File: src/rtl/mem_port_arbiter_pkg.sv
// Shared constants for the instruction/data memory port arbiter.
package mem_port_arbiter_pkg;

  localparam int WORD_SIZE    = 16;
  localparam int BLOCK_WORDS  = 4;
  localparam int MAX_D_STREAK = 2;

  typedef logic [1:0] arb_state_t;

  localparam arb_state_t ARB_IDLE = 2'd0;
  localparam arb_state_t ARB_XFER = 2'd1;
  localparam arb_state_t ARB_DONE = 2'd2;

  localparam logic OWN_I = 1'b0;
  localparam logic OWN_D = 1'b1;

  // Width of a word index inside a block; a one-word block still needs a 1-bit index.
  function automatic int idxWidth(input int words);
    return (words > 1) ? $clog2(words) : 1;
  endfunction

endpackage

File: src/rtl/arb_priority_sel.sv
// Grant decision for the two requesters: data side wins unless it has already
// taken MAX_D_STREAK blocks in a row while the instruction side was waiting.
module arb_priority_sel
  import mem_port_arbiter_pkg::*;
#(
  parameter int MAX_D_STREAK = mem_port_arbiter_pkg::MAX_D_STREAK
) (
  input  logic clk,
  input  logic reset,
  input  logic i_req,
  input  logic d_req,
  input  logic grant_en,
  output logic grant_i,
  output logic grant_d
);

  localparam int SW = (MAX_D_STREAK > 0) ? $clog2(MAX_D_STREAK + 1) : 1;
  localparam logic [SW-1:0] STREAK_MAX = SW'(MAX_D_STREAK);

  logic [SW-1:0] streak_q, streak_d;
  logic          d_allowed;

  assign d_allowed = !i_req || (streak_q < STREAK_MAX);
  assign grant_d   = grant_en && d_req && d_allowed;
  assign grant_i   = grant_en && i_req && !grant_d;

  // Count consecutive data grants that bypassed a waiting instruction request.
  always_comb begin
    streak_d = streak_q;
    if (grant_d) begin
      if (!i_req) begin
        streak_d = '0;
      end else if (streak_q < STREAK_MAX) begin
        streak_d = streak_q + SW'(1);
      end
    end else if (grant_i) begin
      streak_d = '0;
    end
  end

  // Streak register.
  always_ff @(posedge clk) begin
    if (reset) begin
      streak_q <= '0;
    end else begin
      streak_q <= streak_d;
    end
  end

endmodule

File: src/rtl/mem_port_arbiter.sv
// Shares one single-ported memory between the instruction and data sides,
// moving one aligned block per grant as a sequence of word handshakes.
module mem_port_arbiter
  import mem_port_arbiter_pkg::*;
#(
  parameter int WORD_SIZE    = mem_port_arbiter_pkg::WORD_SIZE,
  parameter int BLOCK_WORDS  = mem_port_arbiter_pkg::BLOCK_WORDS,
  parameter int MAX_D_STREAK = mem_port_arbiter_pkg::MAX_D_STREAK
) (
  input  logic                             clk,
  input  logic                             reset,
  input  logic                             i_req,
  input  logic [WORD_SIZE-1:0]             i_addr,
  output logic [BLOCK_WORDS*WORD_SIZE-1:0] i_rdata,
  output logic                             i_done,
  input  logic                             d_req,
  input  logic                             d_we,
  input  logic [WORD_SIZE-1:0]             d_addr,
  input  logic [BLOCK_WORDS*WORD_SIZE-1:0] d_wdata,
  output logic [BLOCK_WORDS*WORD_SIZE-1:0] d_rdata,
  output logic                             d_done,
  output logic                             mem_req,
  output logic                             mem_we,
  output logic [WORD_SIZE-1:0]             mem_addr,
  output logic [WORD_SIZE-1:0]             mem_wdata,
  input  logic [WORD_SIZE-1:0]             mem_rdata,
  input  logic                             mem_ack,
  output logic                             busy
);

  localparam int IW      = idxWidth(BLOCK_WORDS);
  localparam int BLK_W   = BLOCK_WORDS * WORD_SIZE;
  localparam logic [WORD_SIZE-1:0] LOW_MASK = WORD_SIZE'(BLOCK_WORDS - 1);
  localparam logic [IW-1:0]        LAST_IDX = IW'(BLOCK_WORDS - 1);

  arb_state_t        state_q, state_d;
  logic              owner_q, owner_d;
  logic [WORD_SIZE-1:0] base_q, base_d;
  logic              we_q, we_d;
  logic [BLK_W-1:0]  wdata_q, wdata_d;
  logic [BLK_W-1:0]  i_rdata_q, i_rdata_d;
  logic [BLK_W-1:0]  d_rdata_q, d_rdata_d;
  logic [IW-1:0]     idx_q, idx_d;

  logic grant_en, grant_i, grant_d;
  logic owner_writes;

  assign grant_en     = (state_q == ARB_IDLE);
  assign owner_writes = (owner_q == OWN_D) && we_q;

  arb_priority_sel #(
    .MAX_D_STREAK(MAX_D_STREAK)
  ) u_sel (
    .clk     (clk),
    .reset   (reset),
    .i_req   (i_req),
    .d_req   (d_req),
    .grant_en(grant_en),
    .grant_i (grant_i),
    .grant_d (grant_d)
  );

  // Next-state: latch the winner's block at grant, step words on ack, pulse done.
  always_comb begin
    state_d   = state_q;
    owner_d   = owner_q;
    base_d    = base_q;
    we_d      = we_q;
    wdata_d   = wdata_q;
    i_rdata_d = i_rdata_q;
    d_rdata_d = d_rdata_q;
    idx_d     = idx_q;
    case (state_q)
      ARB_IDLE: begin
        if (grant_d) begin
          owner_d = OWN_D;
          base_d  = d_addr & ~LOW_MASK;
          we_d    = d_we;
          wdata_d = d_wdata;
          idx_d   = '0;
          state_d = ARB_XFER;
        end else if (grant_i) begin
          owner_d = OWN_I;
          base_d  = i_addr & ~LOW_MASK;
          we_d    = 1'b0;
          idx_d   = '0;
          state_d = ARB_XFER;
        end
      end
      ARB_XFER: begin
        if (mem_ack) begin
          if (!owner_writes) begin
            if (owner_q == OWN_I) begin
              i_rdata_d[int'(idx_q)*WORD_SIZE +: WORD_SIZE] = mem_rdata;
            end else begin
              d_rdata_d[int'(idx_q)*WORD_SIZE +: WORD_SIZE] = mem_rdata;
            end
          end
          if (idx_q == LAST_IDX) begin
            state_d = ARB_DONE;
          end else begin
            idx_d = idx_q + IW'(1);
          end
        end
      end
      ARB_DONE: begin
        state_d = ARB_IDLE;
      end
      default: begin
        state_d = ARB_IDLE;
      end
    endcase
  end

  // State registers; reset aborts any block in flight without a done pulse.
  always_ff @(posedge clk) begin
    if (reset) begin
      state_q   <= ARB_IDLE;
      owner_q   <= OWN_I;
      base_q    <= '0;
      we_q      <= 1'b0;
      wdata_q   <= '0;
      i_rdata_q <= '0;
      d_rdata_q <= '0;
      idx_q     <= '0;
    end else begin
      state_q   <= state_d;
      owner_q   <= owner_d;
      base_q    <= base_d;
      we_q      <= we_d;
      wdata_q   <= wdata_d;
      i_rdata_q <= i_rdata_d;
      d_rdata_q <= d_rdata_d;
      idx_q     <= idx_d;
    end
  end

  assign mem_req   = (state_q == ARB_XFER);
  assign mem_we    = mem_req && owner_writes;
  assign mem_addr  = mem_req ? (base_q | WORD_SIZE'(idx_q)) : '0;
  assign mem_wdata = mem_req ? wdata_q[int'(idx_q)*WORD_SIZE +: WORD_SIZE] : '0;
  assign i_done    = (state_q == ARB_DONE) && (owner_q == OWN_I);
  assign d_done    = (state_q == ARB_DONE) && (owner_q == OWN_D);
  assign busy      = (state_q != ARB_IDLE);
  assign i_rdata   = i_rdata_q;
  assign d_rdata   = d_rdata_q;

endmodule

File: config.mk
export PLATFORM = sky130hd
export DESIGN_NAME = mem_port_arbiter
export DESIGN_NICKNAME = d
export VERILOG_FILES = /design/src/rtl/mem_port_arbiter_pkg.sv /design/src/rtl/arb_priority_sel.sv /design/src/rtl/mem_port_arbiter.sv
export SDC_FILE = /design/constraint.sdc
export NUM_CORES = 1
export LEC_CHECK = 0
export CORE_ASPECT_RATIO = 1.5
export CORE_MARGIN = 8
export CORE_UTILIZATION = 47
export DETAILED_ROUTE_END_ITERATION = 12
export GPL_TIMING_DRIVEN = 0
export PLACE_DENSITY = 0.8
export SLEW_MARGIN = 0
export SYNTH_ARGS = -nofsm -noshare
export SYNTH_HDL_FRONTEND = slang
export SYNTH_SLANG_ARGS = --single-unit
File: constraint.sdc
create_clock -name clk -period 3.5 [get_ports clk]
set_input_delay 0.525 -clock clk [delete_from_list [all_inputs] [get_ports clk]]
set_output_delay 0.525 -clock clk [all_outputs]
set_load 0.1 [all_outputs]
# Yosys cells after proc, flatten, opt, wreduce, memory -nomap -nowiden
# Index checks and enable logic that the tools add are counted.
[totals]
inputBits = 118
wordCells = 71
out_inout_bits = 165
regBits = 216
[classes]
eq_ne = 8
reduce_logical = 22
n_mux = 22
bitwise = 3
n_shift = 3
n_addsub = 3
n_lt_le_gt_ge = 1
[op_table]
columns = ["operator", "n"]
rows = [
  ["64-bit bitwise mux", 2],
  ["16-bit two-way mux", 4],
  ["16-bit by 33-bit variable shift with 64-bit output, first input constant", 1],
  ["16-bit by 33-bit indexed part select with 64-bit output", 1],
  ["64-bit by 7-bit indexed part select with 16-bit output", 1],
  ["6-bit negator with 33-bit output", 1],
  ["2-bit two-way mux", 11],
  ["16-bit by 2-bit OR with 16-bit output", 1],
  ["4-bit AND reduction", 3],
  ["1-bit logical AND", 8],
  ["2-bit one-hot mux with 2 select lines", 2],
  ["3-bit != test, second input constant", 2],
  ["2-bit AND reduction", 3],
  ["2-bit nonzero test", 3],
  ["2-bit by 1-bit adder with 2-bit output, second input constant", 2],
  ["2-bit == test, second input constant", 2],
  ["2-bit by 1-bit != test with 1-bit output, second input constant", 2],
  ["1-bit two-way mux", 3],
  ["3-bit AND reduction", 1],
  ["2-bit by 1-bit == test with 1-bit output, second input constant", 1],
  ["1-bit logical NOT", 2],
  ["2-bit logical NOT", 1],
  ["2-bit < comparator, second input constant", 1],
  ["2-bit != test, second input constant", 1],
  ["2 further kinds", 3],
]

# Depth between registers and ports, before layout
# Gate-level depths: netlist of run 1.
[depth]
word_depth = 8
ltp_mapped = 10
depth_no_buf = 5

# Modules after synthesis
# Synthesis of run 1 repeated with hierarchy kept, for this count alone.
[hier_totals]
hier_cells = 956
area_unflattened_um2 = 8906.0
[modules_own_cells]
columns = ["module", "cells_per_inst", "area_each_um2", "instances"]
rows = [
  ["mem_port_arbiter", 943, 8793.4, 1],
  ["arb_priority_sel", 13, 112.6, 1],
]

# Worst setup path after synthesis of run 1
# OpenSTA, ideal clock, no wires.
[synth_path]
path_kind = "reg-to-output"
startpoint = "register state_q[1]"
endpoint = "output i_done"
n_path_buf = 1
t_required_ns = 2.975
slack_ns = 0.147
arrival_ns = 2.828
stages_incl_launch_ff = 3
cell_sequence = "dfxtp_1 > clkbuf_1 > nor3b_1"
[synth_via]
elab_chain_len = 2
[synth_lines]
columns = ["element", "line_no", "source"]
rows = [
  ["from (decl)", "mem_port_arbiter.sv:36", "arb_state_t state_q, state_d;"],
  ["from (signal assigned)", "mem_port_arbiter.sv:127", "state_q <= state_d;"],
  ["2-bit == test", "mem_port_arbiter.sv:142", "assign i_done = (state_q == ARB_DONE) && (owner_q == OWN_I);"],
  ["1-bit logical AND", "mem_port_arbiter.sv:142", ""],
  ["to (decl)", "mem_port_arbiter.sv:15", "output logic i_done,"],
]
# No other way between the ends.

# Final worst setup path of run 1
[layout_path]
startpoint = "register state_q[0]"
endpoint = "output mem_wdata[7]"
[layout_via]
elab_chain_len = 2
[layout_lines]
columns = ["element", "line_no", "source"]
rows = [
  ["2-bit by 1-bit == test with 1-bit output", "mem_port_arbiter.sv:138", "assign mem_req = (state_q == ARB_XFER);"],
  ["16-bit two-way mux", "mem_port_arbiter.sv:141", "assign mem_wdata = mem_req ? wdata_q[int'(idx_q)*WORD_SIZE +: WORD_SIZE] : '0;"],
  ["to (decl)", "mem_port_arbiter.sv:25", "output logic [WORD_SIZE-1:0] mem_wdata,"],
]
# No other way between the ends.

==> results of run 1 <==
## power breakdown
| part | leakage (nW) | switching, W | internal (W) |
|---|---|---|---|
| combinational | 2.16 | 0.000567 | 0.000279 |
| clock | 0.333 | 0.000974 | 0.00127 |
| sequential | 1.74 | 0.0000384 | 0.00250 |
| total | 4.23 | 0.00158 | 0.00405 |
## worst register-to-register path, cell delays in order (launching register included)
cell and delay [ps]:
dfxtp_1 410, buf_2 340, clkbuf_1 390, inv_1 170, ha_1 340, clkbuf_1 250
nor3b_2 520, clkbuf_1 430, nand4_1 170, a21oi_1 170
## worst max-delay path by stage
stage              endpoint  slack, ps
2_1_floorplan        i_done        150
3_3_place_gp    mem_addr[3]         20
3_5_place_dp    mem_addr[3]        -40
4_1_cts         mem_addr[5]         10
5_1_grt         d_rdata[52]          6
6_report       mem_wdata[7]        160
## per-stage QoR
step	area (um^2)	setup TNS (ps)	util	power (W)	worst slack (ps)
after floorplan	9310	0	-	0.00309	147
after global placement	12400	0	0.632	0.00342	16.6
after detailed placement	12400	-230	0.632	0.00343	-41.2
after CTS	13100	0	0.669	0.00563	11.2
after global routing	13100	0	0.670	0.00579	5.71
final	13100	0	0.670	0.00563	159
## logic make-up after synthesis
logic type | after synthesis | share of synthesized area
compound gates | 440 | 0.244
fa+ha+maj | 5 | 0.00672
buf+inv | 143 | 0.0605
flops | 214 | 0.460
mux | 17 | 0.0398
simple gates | 289 | 0.189
## state kept, by name, indices dropped and copies added (netlist names)
| signal | cells |
|---|---|
| base_q | 14 |
| d_rdata | 64 |
| i_rdata | 64 |
| idx_q | 2 |
| owner_q | 1 |
| state_q | 2 |
| u_sel.streak_q | 2 |
| wdata_q | 64 |
| we_q | 1 |
## metal layers
layer	vias up	global-route usage
li1	4707	-
met1	4791	0.304
met2	487	0.523
met3	120	0.0444
met4	0	0.181
met5	-	0
## cell usage after synthesis (9+ instances only)
cell type	instances	area (um^2)
nand4b_1	17	149
mux4_2	16	360
clkbuf_1	118	443
o21ai_0	207	1040
or3_1	31	194
a311oi_1	14	123
dfxtp_1	214	4280
buf_2	9	45.0
and2_1	32	200
nand3_1	96	480
nand4_1	80	500
a21oi_1	211	1060
## placed cells by master (no fill, tap or decap), types with 2 or more instances in the layout
cell type / synthesis / final
nand3_1: 96 / 96
a311oi_1: 14 / 14
o21ai_0: 207 / 207
clkinv_2: 0 / 5
and3b_1: 4 / 4
nand4_1: 80 / 80
inv_1: 7 / 7
nor3b_1: 6 / 3
a21oi_1: 211 / 211
buf_6: 2 / 2
clkbuf_2: 0 / 3
o21ai_1: 3 / 3
dlygate4sd2_1: 0 / 4
clkdlybuf4s18_2: 0 / 2
ha_1: 5 / 5
and2_1: 32 / 32
dfxtp_1: 214 / 214
clkbuf_16: 0 / 21
nor3b_2: 0 / 3
or3_1: 31 / 31
nand3b_1: 6 / 6
clkbuf_1: 118 / 120
nor3_1: 2 / 2
buf_1: 7 / 6
clkdlybuf4s15_2: 0 / 28
clkdlybuf4s50_1: 0 / 242
buf_2: 9 / 8
o211ai_1: 2 / 2
nor2_1: 3 / 3
mux4_2: 16 / 16
nand2_1: 2 / 2
clkbuf_8: 0 / 4
nand4b_1: 17 / 17
## repair_timing
action	in CTS	in global routing
pin swaps	0	0
hold buffers	0	0
endpoints found under the setup margin	35	80
resized for setup	95	12
## cell type report
type / instances / share of cell area
multi-input combinational: 751 / 0.341
sequential: 214 / 0.326
timing repair buffer: 277 / 0.213
clock buffer: 29 / 0.0453
buffer: 136 / 0.0413
tap: 260 / 0.0248
clock inverter: 8 / 0.00600
inverter: 7 / 0.00200
antenna: 1 / 0.000190
==> results.tsv, run 1 <==
stage	metric	value	unit
clocking	clockBufferDepth	3	
flow_run	max_cap_viol_count	0	
worst_setup_path	cp_common_cell	clkbuf_1	
route	met2WireLength	19.2	mm
power_and_ir_drop	leakage	4.23	nW
worst_setup_path	cp-end-kind	primary output	
global_routing	grt_max_degree	16	
sta	period_share	0.955	
route	dr.pass1.iters	5	
clocking	clk_latency	500	ps
yosys	syn_nets	1231	
floorplan	core	19600	um^2
worst_setup_path	crit_cells	6	
power_and_ir_drop	peakVddDrop	0.362	mV
global_routing	grt_remaining_overflow	0	
yosys	synth_area_per_cell	8.40	um^2
hold_path	min_path_type	reg -> reg	
floorplan	ios	283	
route	maxUsedRoutingLayer	met4	
worst_setup_path	r2r_end	d_rdata[52]	
cells_and_area	fin_cells	1683	
floorplan	die_y	188	um
route	met3_length	2.54	mm
route	m1WireLength	12.6	mm
yosys	yosysUniqueCellTypes	37	
route	wl	36.5	mm
floorplan	rows	63	
cells_and_area	final_nets	1531	
yosys	ys_ff_latch	214	
status	status	completed	
sta	finClkSkew	16.6	ps
floorplan	die_w	131	um
route	drc	0	
hold_path	min_path_cells	2	
sta	worst_hold_slack	472	ps
yosys	synth-edff-count	0	
placement	gp_congestion	1.01	
floorplan	start_util	0.474	
route	wl_per_cell	21.7	um
yosys	yosys_warnings	0	
yosys	syn_area	9310	um^2
worst_setup_path	path_cells	buf_6, clkbuf_1, nor2b_2, clkbuf_1, and2_1, clkdlybuf4s15_2	
hold_path	hold_path_end	i_rdata[12]	
cells_and_area	drive_gt1_frac	0.0696	
cells_and_area	nFillCells	1705	
clocking	cts_buffers	21	
cells_and_area	syn2layout_area_growth	41.1	%
route	postRouteAntennaNets	0	
worst_setup_path	path_max_fanout	10	
worst_setup_path	crit_path_start_kind	register	
global_routing	grt_pass1_vias	10244	
sta	tightest_slew	1060	ps
worst_setup_path	crit_slowest_cell	clkdlybuf4s15_2	
clocking	clk_pin_slew	70	ps
worst_setup_path	cp_top_family	buffers and inverters	
power_and_ir_drop	power_density	429	nW/um^2
worst_setup_path	r2r_setup_slack	250	ps
sta	fmax	299	MHz
route	via_per_inst	6.00	
clocking	cts.sinks	214	
worst_setup_path	rr_startpoint	idx_q[0]	
clocking	cts_root_buf	clkbuf_16	
worst_setup_path	max_stage_delay	570	ps
cells_and_area	seq_area	4280	um^2
worst_setup_path	ff2ff_path_depth	9	
worst_setup_path	critPathArrivalTime	2820	ps
sta	setup_viol	0	
sta	hold_violations	0	
placement	dp.final_hpwl	27.8	mm
cells_and_area	multi_input_comb_area	4480	um^2
global_routing	grt_pass1_wl	56.3	mm
placement	place_inst	1645	
placement	io_buffers	277	
yosys	ys.flop_type	dfxtp_1	
global_routing	antenna_found_initial	1	
route	drt_iter0_drc	886	
sta	drv_slew	0	
floorplan	die_area	24700	um^2
clocking	cts_tree	yes	
worst_setup_path	path_class	reg -> out	
sta	rsz0062_at_grt	false	
route	vias	10105	
clocking	cts_setup_buffers	0	
global_routing	grt_use_total	0.290	
worst_setup_path	cp_num_buf_inv	4	
sta	slew-limit-headroom	0.288	
worst_setup_path	cp.required	2970	ps
clocking	cts_max_level	1	
sta	min_period	3340	ps
hold_path	worstHoldStart	i_rdata[12]	
worst_setup_path	critPathLaunch	state_q[0]	
yosys	synthCells	1108	
yosys	ys_seq_area_frac	0.460	
yosys	async_reset_ff_frac	0	
(Power assumes the default switching activity.)
==> run 2, diff against run 1 <==
--- a/config.mk
+++ b/config.mk
@@ -5,6 +5,7 @@
 export SDC_FILE = /design/constraint.sdc
 export NUM_CORES = 1
 export LEC_CHECK = 0
+export ABC_CLOCK_PERIOD_IN_PS = 3500
 export CORE_ASPECT_RATIO = 1.5
 export CORE_MARGIN = 8
 export CORE_UTILIZATION = 47
==> results of run 2 <==
Same layout as run 1: the final DEF is identical, and so are final timing and power.
==> run 3, diff against run 2 <==
--- a/config.mk
+++ b/config.mk
@@ -11,8 +11,9 @@
 export CORE_UTILIZATION = 47
 export DETAILED_ROUTE_END_ITERATION = 12
 export GPL_TIMING_DRIVEN = 0
-export PLACE_DENSITY = 0.8
+export PLACE_DENSITY = 0.81
 export SLEW_MARGIN = 0
 export SYNTH_ARGS = -nofsm -noshare
 export SYNTH_HDL_FRONTEND = slang
+export SYNTH_HIERARCHICAL = 1
 export SYNTH_SLANG_ARGS = --single-unit
==> results.tsv, run 3 <==
stage	metric	value	unit	change
yosys	async_reset_ff_frac	0		unchanged
cells_and_area	layout_common_cells	nand2_1 (278), clkdlybuf4s50_1 (243), dfxtp_1 (214)		was clkdlybuf4s50_1 (242), dfxtp_1 (214), a21oi_1 (211)
route	dr.pass1.iters	6		was 5
yosys	yosysTopAreaCellShare	0.481		was 0.460
clocking	cts_buffers	20		was 21
placement	io_buffers	277		unchanged
yosys	synth-edff-count	0		unchanged
clocking	clk_pin_slew	70	ps	about the same
route	postRouteAntennaNets	0		unchanged
cells_and_area	layout_commonest_cell	nand2_1		was clkdlybuf4s50_1
global_routing	grt_max_degree	17		was 16
floorplan	die_y	185	um	was 188 um
sta	fmax	308	MHz	was 299 MHz
global_routing	use_met1	0.228		was 0.304
worst_setup_path	ff2ff_path_depth	11		was 9
sta	period_share	0.927		was 0.955
global_routing	antenna_found_initial	2		was 1
route	drt_iter0_drc	444		was 886
global_routing	grt_use_total	0.236		was 0.290
yosys	ys_ff_latch	214		unchanged
worst_setup_path	path_class	reg -> out		unchanged
clocking	clockBufferDepth	3		unchanged
sta	rsz0062_at_grt	false		unchanged
clocking	cts_max_level	1		unchanged
sta	hold_violations	0		unchanged
yosys	syn_area	8910	um^2	was 9310 um^2
yosys	ys_top_cells_by_count	nand2_1 (278), dfxtp_1 (214), mux2i_1 (110), a21oi_1 (98), and2_1 (36)		was dfxtp_1 (214), a21oi_1 (211), o21ai_0 (207), clkbuf_1 (118), nand3_1 (96)
route	drc	0		unchanged
worst_setup_path	cp-end-kind	primary output		unchanged
clocking	cts.sinks	214		unchanged
placement	place_inst	1485		was 1645
yosys	yosysMostFrequentCell	nand2_1		was dfxtp_1
worst_setup_path	crit_path_start_kind	register		unchanged
yosys	yosysUniqueCellTypes	44		was 37
sta	setup_viol	0		unchanged
flow_run	max_cap_viol_count	0		unchanged
placement	dp.final_hpwl	23.1	mm	was 27.8 mm
sta	tightest_slew	1060	ps	about the same
yosys	synth_area_leaders	dfxtp_1 (48%), mux2i_1 (12%), nand2_1 (12%), a21oi_1 (5.5%), mux4_2 (4.0%)		was dfxtp_1 (46%), a21oi_1 (11%), o21ai_0 (11%), nand4_1 (5.4%), nand3_1 (5.2%)
cells_and_area	syn2layout_area_growth	43.0	%	was 41.1%
yosys	synthCells	956		was 1108
route	wl_per_cell	19.0	um	was 21.7 um
global_routing	grt_pass1_wl	44.3	mm	was 56.3 mm
floorplan	rows	61		was 63
worst_setup_path	critPathArrivalTime	2720	ps	was 2820 ps
hold_path	min_path_type	in -> reg		was reg -> reg
route	wl	29.0	mm	was 36.5 mm
yosys	ys_seq_area_frac	0.481		was 0.460
power_and_ir_drop	power	0.00571	W	was 0.00563 W
sta	min_period	3250	ps	was 3340 ps
sta	drv_slew	0		unchanged
cells_and_area	drive_gt1_frac	0.105		was 0.0696
yosys	yosysTopAreaCell	dfxtp_1		unchanged
yosys	ys.flop_type	dfxtp_1		unchanged
placement	gp_congestion	0.870		was 1.01
cells_and_area	final_nets	1378		was 1531
global_routing	groute.layer.met2.usage	0.451		was 0.523
sta	setup_tns	0	ps	unchanged
yosys	synth_area_per_cell	9.32	um^2	was 8.40 um^2
clocking	cts_tree	yes		unchanged
yosys	syn_nets	1079		was 1231
clocking	hold_buffers	0		unchanged
floorplan	start_util	0.480		was 0.474
global_routing	grt_pass1_vias	8332		was 10244
power_and_ir_drop	power_density	448	nW/um^2	was 429 nW/um^2
floorplan	die_w	128	um	was 131 um
yosys	yosys_warnings	6		was 0
worst_setup_path	cp.required	2970	ps	about the same
global_routing	grt_remaining_overflow	0		unchanged
clocking	clk_latency	500	ps	about the same
floorplan	die_area	23700	um^2	was 24700 um^2
power_and_ir_drop	leakage	4.74	nW	was 4.23 nW
sta	slew-limit-headroom	0.292		was 0.288
floorplan	ios	283		unchanged
sta	finClkSkew	20.0	ps	was 16.6 ps
power_and_ir_drop	peakVddDrop	0.401	mV	was 0.362 mV
global_routing	grt_busiest_layer	met2		unchanged
route	vias	7942		was 10105
cells_and_area	fin_cells	1522		was 1683
worst_setup_path	path_max_fanout	10		unchanged
status	status	completed		unchanged
route	via_per_inst	5.22		was 6.00
hold_path	min_path_cells	3		was 2
clocking	cts_setup_buffers	0		unchanged
floorplan	core	18500	um^2	was 19600 um^2
global_routing	grt.met3_usage	0.0524		was 0.0444
clocking	cts_root_buf	clkbuf_16		unchanged
## run 3: changes by cell type after synthesis, sizes merged, moves of 28 or more
cell and delta:
nand2 +276, clkbuf -85, or3 -30, buf +28, mux2i +109, o21ai -190, a21oi -113, nand3 -92
nand4 -64
## run 3: cell families (layout without fill, tap and decap cells)
kind of cell,count (synthesis),count (layout),share of synthesized area
DFF,214,214,0.481
and+or+nand+nor,374,374,0.197
muxes,126,126,0.164
adders and majority gates,5,5,0.00702
other,0,2,0
AOI/OAI and AO/OA,153,153,0.101
buffers and inverters,84,396,0.0500
## run 3: where the power goes
part / internal (W) / switching, W / total, W
sequential: 0.00251 / 0.0000419 / 0.00256
clock: 0.00138 / 0.000934 / 0.00231
combinational: 0.000304 / 0.000532 / 0.000836
## run 3: area by class of cell
class	instances	area, um^2
fill	1488	5810
sequential	214	4280
multi-input combinational	658	4180
timing repair buffer	277	2800
clock buffer	26	574
buffer	79	427
tap	252	315
clock inverter	9	125
inverter	5	18.8
antenna	2	5.00
## run 3: what timing repair did
| action | 4_1_cts | 5_1_grt |
|---|---|---|
| setup endpoints to repair | 34 | 9 |
| resized for setup | 92 | 2 |
| hold endpoints to repair | 0 | 0 |
## run 3: metrics by stage
| stage | util | worst slack [ps] | hold slack (ps) | instance area, um^2 |
|---|---|---|---|---|
| 4_1_cts | 0.686 | 67.7 | 424 | 12700 |
| 2_1_floorplan | - | 323 | 433 | 8910 |
| 3_3_place_gp | 0.647 | 53.6 | 439 | 12000 |
| 5_1_grt | 0.687 | 167 | 453 | 12700 |
| 6_report | 0.687 | 254 | 430 | 12700 |
| 3_5_place_dp | 0.647 | 16.0 | 445 | 12000 |
## run 3: worst paths after layout
| check | start | end | slack (ps) |
|---|---|---|---|
| worst max-delay path | idx_q[0] | mem_wdata[14] | 250 |
| worst min-delay path | mem_ack | idx_q[1] | 430 |
| worst max register to register | state_q[0] | wdata_q[42] | 590 |
| worst min register to register | wdata_q[19] | wdata_q[19] | 450 |
## run 3: layer usage
layer | part of all wire | vias to the layer above
li1 | - | 3878
met1 | 0.34 | 3709
met2 | 0.53 | 280
met3 | 0.073 | 75
met4 | 0.051 | 0
met5 | 0 | -
## run 3: worst max-delay path, cell delays in order (launching register included)
cell             delay [ps]
dfxtp_1                 490
buf_4                   310
buf_4                   250
mux4_2                  530
and2_1                  170
clkdlybuf4s15_2         460
